## src/rtl/exception_unit.sv

```systemverilog
// Machine-mode trap and CSR unit for the MEM stage: owns the M-mode CSR file,
// sequences each trap over two cycles and redirects the front end on traps and MRET.
module exception_unit #(
    parameter logic [31:0] TRAP_ADDR_RESET = 32'h0000_0000
) (
    input  logic        clk,
    input  logic        rst,
    input  logic        inst_valid,
    input  logic        interrupt,
    input  logic [2:0]  exp_vector_in,
    input  logic        mret_in,
    input  logic [31:0] inst_in,
    input  logic [31:0] epc_cur,
    input  logic [31:0] epc_next,
    input  logic        csr_rw_in,
    input  logic [1:0]  csr_wsc_mode_in,
    input  logic        csr_w_imm_mux,
    input  logic [11:0] csr_rw_addr_in,
    input  logic [31:0] csr_w_data_reg,
    input  logic [4:0]  csr_w_data_imm,
    output logic [31:0] csr_r_data_out,
    output logic [31:0] PC_redirect,
    output logic        redirect_mux,
    output logic        reg_FD_flush,
    output logic        reg_DE_flush,
    output logic        reg_EM_flush,
    output logic        reg_MW_flush,
    output logic        RegWrite_cancel
);

    localparam logic [11:0] ADDR_MSTATUS  = 12'h300;
    localparam logic [11:0] ADDR_MIE      = 12'h304;
    localparam logic [11:0] ADDR_MTVEC    = 12'h305;
    localparam logic [11:0] ADDR_MSCRATCH = 12'h340;
    localparam logic [11:0] ADDR_MEPC     = 12'h341;
    localparam logic [11:0] ADDR_MCAUSE   = 12'h342;
    localparam logic [11:0] ADDR_MTVAL    = 12'h343;
    localparam logic [11:0] ADDR_MIP      = 12'h344;

    localparam logic [31:0] CAUSE_IRQ     = 32'h8000_000B;
    localparam logic [31:0] CAUSE_ILLEGAL = 32'd2;
    localparam logic [31:0] CAUSE_EBREAK  = 32'd3;
    localparam logic [31:0] CAUSE_ECALL   = 32'd11;

    // Bit positions within exp_vector_in = {EBREAK, illegal, ECALL}
    localparam int EXP_ECALL   = 0;
    localparam int EXP_ILLEGAL = 1;
    localparam int EXP_EBREAK  = 2;

    typedef enum logic [0:0] {
        IDLE      = 1'b0,
        TRAP_WAIT = 1'b1
    } state_t;

    state_t      state_reg;
    state_t      state_next;

    logic        mstatus_mie_reg;
    logic        mstatus_mpie_reg;
    logic        mie_meie_reg;
    logic [31:0] mtvec_reg;
    logic [31:0] mscratch_reg;
    logic [31:0] mepc_reg;
    logic [31:0] mcause_reg;
    logic [31:0] mtval_reg;
    logic [31:0] cause_lat_reg;
    logic [31:0] tval_lat_reg;

    logic        int_take;
    logic        exc_take;
    logic        trap_take;
    logic        mret_take;
    logic        csr_take;
    logic        csr_we;
    logic [31:0] trap_cause;
    logic [31:0] trap_tval;
    logic [31:0] trap_epc;
    logic [31:0] trap_base;
    logic [31:0] csr_src;
    logic [31:0] csr_new;
    logic        flush_all;

    // Event qualification; a trap outranks MRET and CSR writes in the same cycle.
    always_comb begin
        int_take  = interrupt & mstatus_mie_reg & mie_meie_reg;
        exc_take  = inst_valid & (|exp_vector_in);
        trap_take = (state_reg == IDLE) & (int_take | exc_take);
        mret_take = (state_reg == IDLE) & inst_valid & mret_in & ~trap_take;
        csr_take  = (state_reg == IDLE) & inst_valid & csr_rw_in & ~mret_in & ~trap_take;
        csr_we    = csr_take & (csr_wsc_mode_in != 2'b00);
    end

    always_comb begin
        trap_cause = CAUSE_ECALL;
        trap_tval  = 32'h0;
        trap_epc   = epc_cur;
        if (int_take) begin
            trap_cause = CAUSE_IRQ;
            trap_epc   = epc_next;
        end else if (exp_vector_in[EXP_ILLEGAL]) begin
            trap_cause = CAUSE_ILLEGAL;
            trap_tval  = inst_in;
        end else if (exp_vector_in[EXP_EBREAK]) begin
            trap_cause = CAUSE_EBREAK;
            trap_tval  = epc_cur;
        end
    end

    always_comb begin
        trap_base = {mtvec_reg[31:2], 2'b00};
        if (int_take && mtvec_reg[0]) begin
            trap_base = {mtvec_reg[31:2], 2'b00} + 32'd44;
        end
    end

    // Read path always reflects the current (pre-write) CSR contents.
    always_comb begin
        csr_r_data_out = 32'h0;
        case (csr_rw_addr_in)
            ADDR_MSTATUS:  csr_r_data_out = {19'b0, 2'b11, 3'b0, mstatus_mpie_reg,
                                             3'b0, mstatus_mie_reg, 3'b0};
            ADDR_MIE:      csr_r_data_out = {20'b0, mie_meie_reg, 11'b0};
            ADDR_MTVEC:    csr_r_data_out = mtvec_reg;
            ADDR_MSCRATCH: csr_r_data_out = mscratch_reg;
            ADDR_MEPC:     csr_r_data_out = mepc_reg;
            ADDR_MCAUSE:   csr_r_data_out = mcause_reg;
            ADDR_MTVAL:    csr_r_data_out = mtval_reg;
            ADDR_MIP:      csr_r_data_out = {20'b0, interrupt, 11'b0};
            default:       csr_r_data_out = 32'h0;
        endcase
    end

    always_comb begin
        csr_src = csr_w_imm_mux ? {27'b0, csr_w_data_imm} : csr_w_data_reg;
        case (csr_wsc_mode_in)
            2'b01:   csr_new = csr_src;
            2'b10:   csr_new = csr_r_data_out | csr_src;
            2'b11:   csr_new = csr_r_data_out & ~csr_src;
            default: csr_new = csr_r_data_out;
        endcase
    end

    always_ff @(posedge clk or posedge rst) begin
        if (rst) begin
            state_reg <= IDLE;
        end else begin
            state_reg <= state_next;
        end
    end

    always_comb begin
        state_next = state_reg;
        case (state_reg)
            IDLE:      if (trap_take) state_next = TRAP_WAIT;
            TRAP_WAIT: state_next = IDLE;
            default:   state_next = IDLE;
        endcase
    end

    always_comb begin
        redirect_mux    = 1'b0;
        PC_redirect     = 32'h0;
        flush_all       = 1'b0;
        RegWrite_cancel = 1'b0;
        if (!rst && state_reg == IDLE) begin
            if (trap_take) begin
                redirect_mux    = 1'b1;
                PC_redirect     = trap_base;
                flush_all       = 1'b1;
                RegWrite_cancel = ~int_take;
            end else if (mret_take) begin
                redirect_mux = 1'b1;
                PC_redirect  = mepc_reg;
                flush_all    = 1'b1;
            end
        end
    end

    assign reg_FD_flush = flush_all;
    assign reg_DE_flush = flush_all;
    assign reg_EM_flush = flush_all;
    assign reg_MW_flush = flush_all;

    // Cause and tval are captured at the trap edge and committed one cycle later.
    always_ff @(posedge clk or posedge rst) begin
        if (rst) begin
            cause_lat_reg <= 32'h0;
            tval_lat_reg  <= 32'h0;
        end else if (trap_take) begin
            cause_lat_reg <= trap_cause;
            tval_lat_reg  <= trap_tval;
        end
    end

    always_ff @(posedge clk or posedge rst) begin
        if (rst) begin
            mstatus_mie_reg  <= 1'b0;
            mstatus_mpie_reg <= 1'b0;
        end else if (trap_take) begin
            mstatus_mpie_reg <= mstatus_mie_reg;
            mstatus_mie_reg  <= 1'b0;
        end else if (mret_take) begin
            mstatus_mie_reg  <= mstatus_mpie_reg;
            mstatus_mpie_reg <= 1'b1;
        end else if (csr_we && csr_rw_addr_in == ADDR_MSTATUS) begin
            mstatus_mie_reg  <= csr_new[3];
            mstatus_mpie_reg <= csr_new[7];
        end
    end

    always_ff @(posedge clk or posedge rst) begin
        if (rst) begin
            mie_meie_reg <= 1'b0;
            mtvec_reg    <= TRAP_ADDR_RESET;
            mscratch_reg <= 32'h0;
        end else if (csr_we) begin
            if (csr_rw_addr_in == ADDR_MIE)      mie_meie_reg <= csr_new[11];
            if (csr_rw_addr_in == ADDR_MTVEC)    mtvec_reg    <= csr_new & 32'hFFFF_FFFD;
            if (csr_rw_addr_in == ADDR_MSCRATCH) mscratch_reg <= csr_new;
        end
    end

    always_ff @(posedge clk or posedge rst) begin
        if (rst) begin
            mepc_reg <= 32'h0;
        end else if (trap_take) begin
            mepc_reg <= trap_epc & 32'hFFFF_FFFC;
        end else if (csr_we && csr_rw_addr_in == ADDR_MEPC) begin
            mepc_reg <= csr_new & 32'hFFFF_FFFC;
        end
    end

    always_ff @(posedge clk or posedge rst) begin
        if (rst) begin
            mcause_reg <= 32'h0;
            mtval_reg  <= 32'h0;
        end else if (state_reg == TRAP_WAIT) begin
            mcause_reg <= cause_lat_reg;
            mtval_reg  <= tval_lat_reg;
        end else if (csr_we) begin
            if (csr_rw_addr_in == ADDR_MCAUSE) mcause_reg <= csr_new;
            if (csr_rw_addr_in == ADDR_MTVAL)  mtval_reg  <= csr_new;
        end
    end

endmodule

```

## config.mk

```make
export PLATFORM = sky130hd
export DESIGN_NAME = exception_unit
export DESIGN_NICKNAME = d
export VERILOG_FILES = /design/src/rtl/exception_unit.sv
export SDC_FILE = /design/constraint.sdc
export NUM_CORES = 1
export LEC_CHECK = 0
export ABC_CLOCK_PERIOD_IN_PS = 8300
export CAP_MARGIN = 40
export CELL_PAD_IN_SITES_DETAIL_PLACEMENT = 1
export CELL_PAD_IN_SITES_GLOBAL_PLACEMENT = 2
export CORE_ASPECT_RATIO = 1.4
export CORE_MARGIN = 3
export CORE_UTILIZATION = 32
export CTS_CLUSTER_DIAMETER = 50
export CTS_CLUSTER_SIZE = 28
export DETAILED_ROUTE_END_ITERATION = 7
export PLACE_DENSITY_LB_ADDON = 0.1
export SLEW_MARGIN = 20
export SYNTH_ARGS = -nofsm -noshare
export SYNTH_HDL_FRONTEND = slang
export SYNTH_SLANG_ARGS = --single-unit
```

## constraint.sdc

```tcl
create_clock -name clk -period 8.3 [get_ports clk]
set_input_delay 1.245 -clock clk [delete_from_list [all_inputs] [get_ports clk]]
set_output_delay 1.245 -clock clk [all_outputs]
set_load 0.1 [all_outputs]
```

# Yosys cells after proc, flatten, opt, wreduce, memory -nomap -nowiden
# Cells that the tools add are included.
# op_classes
multipliers	0
eq_ne	11
shift	0
div_mod_pow	0
addsub	1
magnitude_cmp	0
reduce_logical	17
n_bitwise	19
n_mux	35
# ops
cell	count
$mux 32	18
$pmux 32 s8	1
$eq 12x10->1 const B	8
$pmux 32 s3	1
$add 32x6->32 const B	1
$and 32x32->32	1
$not 32->32	1
$or 32x32->32	1
$mux 1	12
$and 1x1->1	11
$reduce_and 2->1	5
$reduce_bool 2->1	5
$mux 4	2
$eq 2x2->1 const B	2
$logic_and 1x1->1	4
$not 1->1	4
$reduce_bool 3->1	1
$reduce_or 3->1	1
$eq 2x1->1 const B	1
$pmux 1 s2	1
$logic_not 1->1	1
$or 1x1->1	1
# totals
output_inout_bits	70
latchBits	0
rom_bits	0
regBits	227
mem_count	0
word_cells	94
ram_bits	0
input_bits	157

# Longest topological paths before layout
# logic_depth
ltp_word	11
mapped_depth	9

# Least setup slack after synthesis
# OpenSTA, ideal clock, no wires.
# synth_path
kind	in2out
start	input csr_rw_addr_in[5]
end	output csr_r_data_out[1]
setup_slack_ns	1.945
arrival_ns	5.110
path_stages	3
n_path_buf	1
path_cell_list	or4_4 > buf_2 > o41ai_1
# synth_between
elab_chain_len	2
# synth_lines
item	line	rtl
start: declaration	18	input logic [11:0] csr_rw_addr_in,
$eq 12x10->1	119	case (csr_rw_addr_in)
$pmux 32 s8 (*)	119	
end: declaration	21	output logic [31:0] csr_r_data_out,
# Mark *: on every way between the ends. The rest lies on a longest branch, timed or not.

# Worst setup path in the final report
# layout_path
start	input csr_rw_addr_in[6]
end	output csr_r_data_out[8]
# The elaborated chain is that of the path after synthesis.

==> impl_metrics.toml <==
[run_status]
outcome = "complete, no violations"

[power]
p_clk_share_pct = 28.3
seqPwrFrac_pct = 43.0
power_switching_uw = 1050
swShare_pct = 35.5
vdd_ir_drop_max_mv = 0.112
p_leak_uw = 0.00643
p_int_uw = 1910
p_comb_share_pct = 28.7
p_per_area_nw_per_um2 = 185

[global_routing]
grt_usage_pct = 28.5
antenna_found_initial = 3
grt_overflow_total = 0
grt_max_degree = 72
grt_pass1_vias = 13100
grt_pass1_wl_mm = 85.7

[detailed_routing]
dr.pass1.iters = 5
via_count = 12500
routedWlPerCell_um = 28.3
wl_mm = 58.1
postRouteAntennaNets = 0
drcViolationCount = 0
drt_iter0_markers = 1005
via_per_inst = 6.08

[final_layout]
drive_gt1_share_pct = 12.6
layout_common_cells = "dfrtp_1, clkdlybuf4s50_1, nand2_1"
final_common_cell = "dfrtp_1"
fin_area_um2 = 16000
syn2layout_area_growth_pct = 31.6
layout.nets = 1731
final_core_util_pct = 43.2

[clock_tree]
cts_root_buffer = "clkbuf_16"
cts_tree = "yes"
cts.path.max_buffers = 2
cts_sinks = 197
clock_latency_ns = 0.46
post-cts-setup-buffers = 0
clkSlewWorstSetupHoldPaths_ns = 0.07
cts.htree.levels = 4
numCtsBuffers = 17
cts_hold_buffers = 0
cts_resized = 0

[placed_design]
place.gp.congestion = 0.854
port_buffers = 222
place_area_um2 = 15400
pre_cts_slack_ns = 2.10
hpwl_mm = 38.2

[run]
drv_cap = 0

[timing]
finClkSkew_ns = 0.0101
setup_violations = 0
tns_ns = 0
worst_pin_slew_ns = 0.897
min_period_ns = 6.19
fin_crit_sh_pct = 74.6
rsz0062_at_grt = "false"
fin_ws_ns = 2.11
finalHoldViolCount = 0
relSlewSlack_pct = 39.6
fmax_mhz = 162
slew_violations = 0

[worst_setup_path]
worst_setup_path_start_kind = "primary input"
critical-path-slowest-cell = "or3b_1"
crit_path_frequent_cell = "clkdlybuf4s50_1"
reg2reg_depth = 6
cp.required_ns = 7.05
max_stage_delay_ns = 0.60
endpoint_kind = "primary output"
cp.arrival_ns = 4.94
worst-setup-path-type = "in2out"
crit_chain = "clkdlybuf4s50_1 > buf_4 > or3b_1 > nor2_4 > nand2_2 > o221ai_1 > clkdlybuf4s50_1 > buf_8"
cp_max_fo = 30

[worst_hold_path]
hp-class = "reg2reg"
min_delay_path_depth = 1

[yosys]
yosysSeqAreaShare_pct = 40.5
syn_inst = 1374
ys_types = 75
synthFlopType = "dfrtp_1"
ys_async_sr_fraction_pct = 100
syn-mean-instance-area_um2 = 8.85
syn_area_um2 = 12200
synth_edf_count = 0
yosys_warnings = 0
ys_seq_elements = 197

[floorplan]
core-area_um2 = 37100
die_w_um = 171
ios = 227
die_y_um = 237
rows = 83
die_area_um2 = 40400
start_util_pct = 32.8
[metal layers]
layer / wire, um / vias to the layer above / global-route usage [%] / part of all wire, %
met5: 11 / - / 0 / 0.019
met3: 3100 / 106 / 3.74 / 5.3
li1: - / 5523 / - / -
met4: 2310 / 2 / 11.8 / 4.0
met2: 29200 / 446 / 48.9 / 50
met1: 23500 / 6390 / 35.7 / 40
[worst max-delay path: cells and delay by family]
family,cells,cell delay (ns)
AND/OR/NAND/NOR,3,1.55
buffers and inverters,4,1.61
AO/OA/AOI/OAI,1,0.51
[cell families after synthesis]
family	Yosys count	share of synthesized area, %
adder cells (fa/ha/maj)	1	0.103
flip-flops	197	40.5
AO/OA/AOI/OAI	479	27.5
other	1	0.0308
XOR/XNOR	59	4.25
buffers and inverters	166	5.99
multiplexers	22	1.85
AND/OR/NAND/NOR	449	19.8
[metrics by stage]
stage	hold slack, ns	cells	power, uW
5_1_grt	0.502	2052	3110
3_5_place_dp	0.451	2021	2140
3_3_place_gp	0.446	1973	2080
4_1_cts	0.483	2051	2980
6_report	0.481	2052	2970
2_1_floorplan	0.428	1375	1760
[power groups by stage]
stage	combinational [uW]	clock, uW	sequential, uW
after detailed placement	850	0	1290
after CTS	852	854	1270
after floorplan	531	0	1230
after global placement	793	0	1290
after global routing	920	889	1300
final	853	839	1280
[Yosys cell counts, drive strengths merged (31+ instances only)]
cell type | count | area, um2
nand2 | 184 | 703
a21oi | 61 | 339
dfrtp | 197 | 4930
a222oi | 31 | 310
nor2 | 40 | 160
buf | 48 | 285
o21ai | 130 | 651
nor2b | 32 | 200
clkbuf | 80 | 300
o31ai | 61 | 458
xnor2 | 32 | 280
nand3b | 33 | 248
inv | 38 | 143
a22oi | 65 | 488
[area by class of cell]
type / count / area [um2]
Inverter: 38 / 150
Antenna cell: 1 / 2.50
Tap cell: 467 / 584
Sequential cell: 197 / 4930
Fill cell: 4238 / 21100
Timing Repair Buffer: 307 / 3200
Clock buffer: 20 / 447
Multi-Input combinational cell: 1012 / 6580
Clock inverter: 10 / 110
[path summary, 6_finish.rpt]
path | startpoint | endpoint | slack (ns)
min in group asynchronous | rst | mscratch_reg[25] | 1.31
setup reg to reg | state_reg | mtvec_reg[21] | 4.64
setup / recovery | csr_rw_addr_in[6] | csr_r_data_out[8] | 2.11
hold reg to reg | cause_lat_reg[1] | cause_lat_reg[1] | 0.48
hold / removal | cause_lat_reg[1] | cause_lat_reg[1] | 0.48
max in group asynchronous | rst | tval_lat_reg[18] | 5.89
Note: power is estimated with default switching activity, not from simulation.
